<file path="src/rtl/serial_word_collector.sv">
// Serial-to-parallel word collector with a one-entry valid/ready holding buffer.
// Optional even-parity trailer bit enabled by `define SERIAL_COLLECTOR_PARITY_EN.
module serial_word_collector #(
  parameter int WORD_WIDTH      = 8,
  parameter     SHIFT_DIRECTION = "LEFT",
  parameter bit CONTINUOUS      = 1'b1
) (
  input  logic                                clock,
  input  logic                                aclr_n,
  input  logic                                sclr,
  input  logic                                bit_valid,
  input  logic                                serial_in,
  input  logic                                frame_start,
  output logic [WORD_WIDTH-1:0]               word_data,
  output logic                                word_valid,
  input  logic                                word_ready,
  output logic                                word_perr,
  output logic [$clog2(WORD_WIDTH+2)-1:0]     bit_count,
  output logic                                overflow,
  output logic                                busy
);

  localparam int CW = $clog2(WORD_WIDTH+2);
  localparam bit RIGHT = (SHIFT_DIRECTION == "RIGHT");
`ifdef SERIAL_COLLECTOR_PARITY_EN
  localparam int LAST = WORD_WIDTH + 1;
`else
  localparam int LAST = WORD_WIDTH;
`endif

  typedef enum logic {IDLE, COLLECT} state_t;

  state_t                r_state;
  state_t                w_state_nxt;
  logic [WORD_WIDTH-1:0] r_acc;
  logic [WORD_WIDTH-1:0] w_acc_nxt;
  logic [WORD_WIDTH-1:0] w_acc_base;
  logic [WORD_WIDTH-1:0] w_acc_sh;
  logic [CW-1:0]         r_cnt;
  logic [CW-1:0]         w_cnt_nxt;
  logic [CW-1:0]         w_cnt_base;
  logic [CW-1:0]         w_cnt_inc;
  logic                  w_cap;
  logic                  w_done;
  logic                  w_data_bit;
  logic [WORD_WIDTH-1:0] w_word;
  logic                  w_perr;
  logic [WORD_WIDTH-1:0] r_data;
  logic                  r_valid;
  logic                  r_perr;
  logic                  r_ovf;

  // frame_start restarts the word from an empty accumulator
  assign w_acc_base = frame_start ? '0 : r_acc;
  assign w_cnt_base = frame_start ? '0 : r_cnt;
  assign w_cnt_inc  = w_cnt_base + 1'b1;
  assign w_cap      = bit_valid & (frame_start | (r_state == COLLECT));
  assign w_done     = w_cap & (w_cnt_inc == CW'(LAST));
  assign w_data_bit = (w_cnt_base < CW'(WORD_WIDTH));
  assign w_acc_sh   = RIGHT ? {serial_in, w_acc_base[WORD_WIDTH-1:1]}
                            : {w_acc_base[WORD_WIDTH-2:0], serial_in};

`ifdef SERIAL_COLLECTOR_PARITY_EN
  assign w_word = w_acc_base;
  assign w_perr = (^w_acc_base) ^ serial_in;
`else
  assign w_word = w_acc_sh;
  assign w_perr = 1'b0;
`endif

  always_comb begin
    w_state_nxt = r_state;
    w_cnt_nxt   = r_cnt;
    w_acc_nxt   = r_acc;
    if (frame_start) begin
      w_state_nxt = COLLECT;
      w_cnt_nxt   = '0;
      w_acc_nxt   = '0;
    end
    if (w_cap) begin
      w_cnt_nxt = w_cnt_inc;
      if (w_data_bit) w_acc_nxt = w_acc_sh;
      if (w_done) begin
        w_cnt_nxt   = '0;
        w_state_nxt = CONTINUOUS ? COLLECT : IDLE;
      end
    end
  end

  always_ff @(posedge clock or negedge aclr_n) begin
    if (!aclr_n) begin
      r_state <= IDLE;
      r_acc   <= '0;
      r_cnt   <= '0;
      r_data  <= '0;
      r_valid <= 1'b0;
      r_perr  <= 1'b0;
      r_ovf   <= 1'b0;
    end else if (sclr) begin
      r_state <= IDLE;
      r_acc   <= '0;
      r_cnt   <= '0;
      r_data  <= '0;
      r_valid <= 1'b0;
      r_perr  <= 1'b0;
      r_ovf   <= 1'b0;
    end else begin
      r_state <= w_state_nxt;
      r_acc   <= w_acc_nxt;
      r_cnt   <= w_cnt_nxt;
      if (w_done) begin
        // a transfer on this edge frees the buffer for the new word
        if (!r_valid || word_ready) begin
          r_data  <= w_word;
          r_perr  <= w_perr;
          r_valid <= 1'b1;
        end else begin
          r_ovf <= 1'b1;
        end
      end else if (r_valid && word_ready) begin
        r_valid <= 1'b0;
      end
    end
  end

  assign word_data  = r_data;
  assign word_valid = r_valid;
  assign word_perr  = r_perr;
  assign bit_count  = r_cnt;
  assign overflow   = r_ovf;
  assign busy       = (r_state == COLLECT);

endmodule
</file>
<file path="config.mk">
export PLATFORM = sky130hd
export DESIGN_NAME = serial_word_collector
export DESIGN_NICKNAME = d
export VERILOG_FILES = /design/src/rtl/serial_word_collector.sv
export SDC_FILE = /design/constraint.sdc
export NUM_CORES = 1
export LEC_CHECK = 0
export ABC_AREA = 1
export CAP_MARGIN = 20
export CORE_MARGIN = 2
export CORE_UTILIZATION = 35
export DETAILED_ROUTE_END_ITERATION = 6
export PLACE_DENSITY = 0.67
export SLEW_MARGIN = 10
export SYNTH_ARGS = -nofsm -noshare
export SYNTH_HDL_FRONTEND = slang
export SYNTH_SLANG_ARGS = --single-unit
</file>
<file path="constraint.sdc">
create_clock -name clock -period 1.7 [get_ports clock]
set_input_delay 0.34 -clock clock [delete_from_list [all_inputs] [get_ports clock]]
set_output_delay 0.34 -clock clock [all_outputs]
set_load 0.01 [all_outputs]
</file>
==> results of run 1 <==
## final cells by class
cell class	count	area, sq um
inverter	23	93.8
multi-input combinational	86	453
clock inverter	1	30.0
timing repair buffer	34	313
tap	44	55.1
clock buffer	3	22.5
fill	292	1510
sequential	22	552
## power by group
group | leakage (nW) | switching (mW) | total, mW | internal, mW
Combinational | 0.462 | 0.0704 | 0.127 | 0.0570
Clock | 0.0279 | 0.163 | 0.401 | 0.238
Sequential | 0.302 | 0.00625 | 0.537 | 0.531
Total | 0.792 | 0.240 | 1.07 | 0.826
## cell usage in the layout (no fill, tap or decap), drive strengths merged
cell type,instances
nand2,35
inv,23
dfrtp,22
clkdlybuf4s50,19
nand3,16
nor2,15
buf,13
o22ai,6
a21oi,3
clkbuf,3
o21ai,3
nand4,3
dlymetal6s2s,2
a22oi,1
nor3,1
a211oi,1
ha,1
conb,1
bufinv,1
## registers in the layout (all words and copies together) (netlist names)
signal,count
word_data,8
bit_count,4
busy,1
r_acc,7
word_valid,1
overflow,1
## kinds of logic (layout without fill, tap and decap cells)
logic type | after synthesis | in the layout | share of synthesized area [%]
AOI/OAI and AO/OA | 14 | 14 | 7.81
adders and majority gates | 1 | 1 | 1.13
buffers and inverters | 26 | 61 | 10.5
DFF | 22 | 22 | 49.8
other | 1 | 1 | 0.339
and+or+nand+nor | 69 | 70 | 30.4
## path summary, 6_finish.rpt
path | slack, ps | cells after the start | end | startpoint
min in group clock | 380 | 3 | busy | frame_start
max reg2reg | 170 | 11 | word_data[7] | bit_count[0]
min reg2reg | 500 | 2 | overflow | overflow
max in group asynchronous | 1090 | 2 | bit_count[2] | aclr_n
max | 70 | 1 | bit_count[2] | bit_count[2]
min | 360 | 2 | r_acc[2] | aclr_n
## what timing repair did
| item | CTS | global route |
|---|---|---|
| setup endpoints to repair | 0 | 13 |
| buffers inserted | 0 | 2 |
| hold buffers | 0 | 0 |
| gates resized for setup | 0 | 5 |
## layer usage
layer | vias up | GRT usage (%) | part of all wire [%]
met3 | 4 | 2.16 | 3.0
met1 | 456 | 20.7 | 47
met2 | 19 | 22.2 | 49
met5 | - | 0 | 0
met4 | 0 | 5.40 | 1.5
li1 | 497 | - | -
## metrics by stage
step	std cells	setup TNS, ps
CTS	210	0
global placement	206	-2790
global route	213	-14.5
finish	213	0
detailed placement	206	-3520
floorplan	133	0
==> results.json, run 1 <==
{
  "status": "complete, no violations",
  "synth-edff-count": 0,
  "fin_crit_ps": 1630,
  "grt_use_total_pct": 14.6,
  "synth.top_cells.by_count": "34 x nand2_1, 22 x dfrtp_1, 18 x inv_1",
  "hold_viol": 0,
  "synthesis.area_sq_um": 1100,
  "cp_top_family": "buffers and inverters",
  "synthDistinctLibCells": 26,
  "die_w_um": 60.2,
  "cp.required_ps": 1360,
  "cts-root-buf": "clkbuf_4",
  "power_mw": 1.07,
  "drt-pass1-iter-count": 4,
  "whs_ps": 360,
  "grt_setup_unrepaired": "yes",
  "ys_warn_count": 0,
  "fin_crit_sh_pct": 95.7,
  "drc": 0,
  "vias": 976,
  "numClockSinks": 22,
  "yosys.area.top_type": "dfrtp_1",
  "place_area_sq_um": 1430,
  "clk_latency_ps": 310,
  "clk_pin_slew_ps": 130,
  "hpwl_um": 1800,
  "yosys-top-cells-area": "dfrtp_1 50%, nand2_1 12%, inv_1 6.1%",
  "htreeDepth": 1,
  "drive_above_1_share_pct": 20.1,
  "syn_avg_cell_area_sq_um": 8.31,
  "vias_per_cell": 4.58,
  "grt_pass1_wl_um": 4020,
  "wire_per_inst_um": 11.0,
  "area_delta_synth_final_pct": 37.5,
  "place_ws_ps": -295,
  "grt_pass1_vias": 892,
  "postRouteAntennaNets": 0,
  "wl_um": 2340,
  "placementRows": 20,
  "cts_tree": "built",
  "synth_seq_cells": 22,
  "coreArea_sq_um": 3030,
  "drv_slew": 0,
  "cp-start-kind": "register",
  "cts-buffers-inserted": 3,
  "synth_top_area_share_pct": 49.8,
  "clockBufferDepth": 2,
  "stdcell_area_sq_um": 1520,
  "max_freq_ghz": 0.615,
  "cp_slowest_cell": "clkdlybuf4s50_1",
  "io_buffers": 21,
  "syn_inst": 133,
  "path_cells": "clkdlybuf4s50_1",
  "critPathMaxFanout": 5,
  "final_nets": 178,
  "grt-ovfl-total": 0,
  "drtIter0Drc": 17,
  "max_cap_violations": 0,
  "fin_ws_ps": 73.3,
  "worstPathArrival_ps": 1290,
  "critPathBufInv": 1,
  "synth.most_common_cell": "nand2_1",
  "end_kind": "output port",
  "die_y_um": 60.2,
  "grt_max_degree": 23,
  "final_util_pct": 50.2,
  "synth_ff_type": "dfrtp_1",
  "diodes": 0,
  "crit_path_max_incr_delay_ps": 550,
  "io_pins": 23,
  "start_util_pct": 36.5,
  "dieArea_sq_um": 3620,
  "power_leakage_nw": 0.792,
  "hold_class": "input port to asynchronous set/reset pin",
  "worst-setup-path-type": "register to output port",
  "setup_viol": 0,
  "p_per_area_nw_per_um2": 702,
  "gp_congestion": 0.812,
  "antenna_found_initial": 0,
  "ir_drop_v": 0.000253,
  "fin_skew_ps": 12.2,
  "ys_seq_area_share_pct": 49.8,
  "syn-num-nets": 141,
  "synthArstFlopShare_pct": 100
}
Note: power is estimated with default switching activity, not from simulation.
==> run 2, diff against run 1 <==
- CAP_MARGIN: 20 -> not set
- GPL_ROUTABILITY_DRIVEN: not set -> 0
==> results.json, run 2 (synthesis gave the netlist of run 1 again) <==
{
  "status": "complete, no violations",
  "cts_hold_buf": 0,
  "largest_register_ffs": 8,
  "grt_use_total_pct": 13.3,
  "hpwl_um": 1670,
  "setup_viol": 0,
  "met3_length_um": 51,
  "drtIter0Drc": 31,
  "postRouteAntennaNets": 0,
  "worstPathArrival_ps": 1290,
  "max_freq_ghz": 0.612,
  "grt-ovfl-total": 0,
  "clockBufferDepth": 2,
  "max_cap_violations": 0,
  "final_cell_mix": "34 x nand2_1, 21 x dfrtp_1, 19 x clkdlybuf4s50_1",
  "combPwrFrac_pct": 12.0,
  "drive_above_1_share_pct": 21.3,
  "grt_max_degree": 23,
  "path_cells": "clkdlybuf4s50_1",
  "netSwitchingPower_mw": 0.234,
  "cp_slowest_cell": "clkdlybuf4s50_1",
  "wl_met2_um": 1090,
  "antenna_found_initial": 0,
  "highest_layer": "met4",
  "wire_per_inst_um": 10.7,
  "end_kind": "output port",
  "fill_cells": 293,
  "numClockSinks": 22,
  "grt_pass1_vias": 838,
  "die_y_um": 60.2,
  "crit_path_max_incr_delay_ps": 560,
  "fin_crit_sh_pct": 96.2,
  "drt-pass1-iter-count": 4,
  "io_pins": 23,
  "drc": 0,
  "placementRows": 20,
  "cts-buffers-inserted": 3,
  "die_w_um": 60.2,
  "start_util_pct": 36.5,
  "area_delta_synth_final_pct": 39.1,
  "power_mw": 1.06,
  "cp-start-kind": "register",
  "io_buffers": 21,
  "switching_share_pct": 22.1,
  "whs_ps": 376,
  "hold_class": "input port to asynchronous set/reset pin",
  "place_area_sq_um": 1430,
  "critPathBufInv": 1,
  "hold_viol": 0,
  "clkPwrFrac_pct": 37.2,
  "ir_drop_v": 0.000460,
  "drv_slew": 0,
  "cts_tree": "built",
  "grt_pass1_wl_um": 3730,
  "cp.required_ps": 1360,
  "power_leakage_nw": 0.789,
  "final_nets": 178,
  "dieArea_sq_um": 3620,
  "p_int_mw": 0.826,
  "final_util_pct": 50.7,
  "cts-root-buf": "clkbuf_4",
  "stdcell_area_sq_um": 1540,
  "diodes": 0,
  "power_frac_seq_pct": 50.8,
  "wl_um": 2270,
  "wl_met1_um": 1110,
  "final_common_cell": "nand2_1",
  "cp_top_family": "buffers and inverters",
  "fin_skew_ps": 10.4,
  "coreArea_sq_um": 3030,
  "clk_latency_ps": 300,
  "grt_setup_unrepaired": "no",
  "vias": 951,
  "p_per_area_nw_per_um2": 690,
  "vias_per_cell": 4.46,
  "fin_crit_ps": 1630,
  "worst-setup-path-type": "register to output port",
  "htreeDepth": 1,
  "critPathMaxFanout": 4,
  "clk_pin_slew_ps": 130
}
-- run 2: layout make-up --
type | count | area [sq um] | share of cell area (%)
timing repair buffer | 34 | 313 | 20.4
multi-input combinational | 86 | 470 | 30.6
tap | 44 | 55.1 | 3.58
clock inverter | 1 | 30.0 | 1.95
inverter | 23 | 93.8 | 6.11
clock buffer | 3 | 22.5 | 1.47
sequential | 22 | 552 | 35.9
-- run 2: metal layers --
metal / vias up / GRT usage [%]
li1: 499 / -
met4: 0 / 2.86
met5: - / 0
met1: 434 / 19.1
met2: 16 / 21.6
met3: 2 / 1.30
-- run 2: power by group through the flow --
stage          combinational [mW]  sequential, mW  clock [mW]
2_1_floorplan              0.0515           0.551           0
3_3_place_gp                0.118           0.548           0
3_5_place_dp                0.119           0.549           0
4_1_cts                     0.120           0.539       0.404
5_1_grt                     0.141           0.540       0.429
6_report                    0.127           0.539       0.394
-- run 2: timing repair --
action,CTS,global route
setup endpoints to repair,0,13
setup buffers,0,2
gates resized for setup,0,9
-- run 2: path summary, 6_finish.rpt --
kind	start	slack [ps]	to	depth (start not counted)
worst max-delay path	bit_count[0]	70	bit_count[0]	1
worst min-delay path	aclr_n	380	r_acc[1]	2
worst max register to register	bit_count[0]	130	word_data[7]	11
worst min register to register	overflow	510	overflow	2
max in group asynchronous	aclr_n	1080	bit_count[2]	2
min in group clock	frame_start	410	busy	3
-- run 2: per-stage QoR --
| stage | setup slack [ps] | setup TNS, ps | instances |
|---|---|---|---|
| finish | 65.3 | 0 | 213 |
| global route | 3.22 | 0 | 213 |
| CTS | 27.1 | 0 | 210 |
| detailed placement | -291 | -3180 | 206 |
| global placement | -271 | -2750 | 206 |
| floorplan | 181 | 0 | 133 |
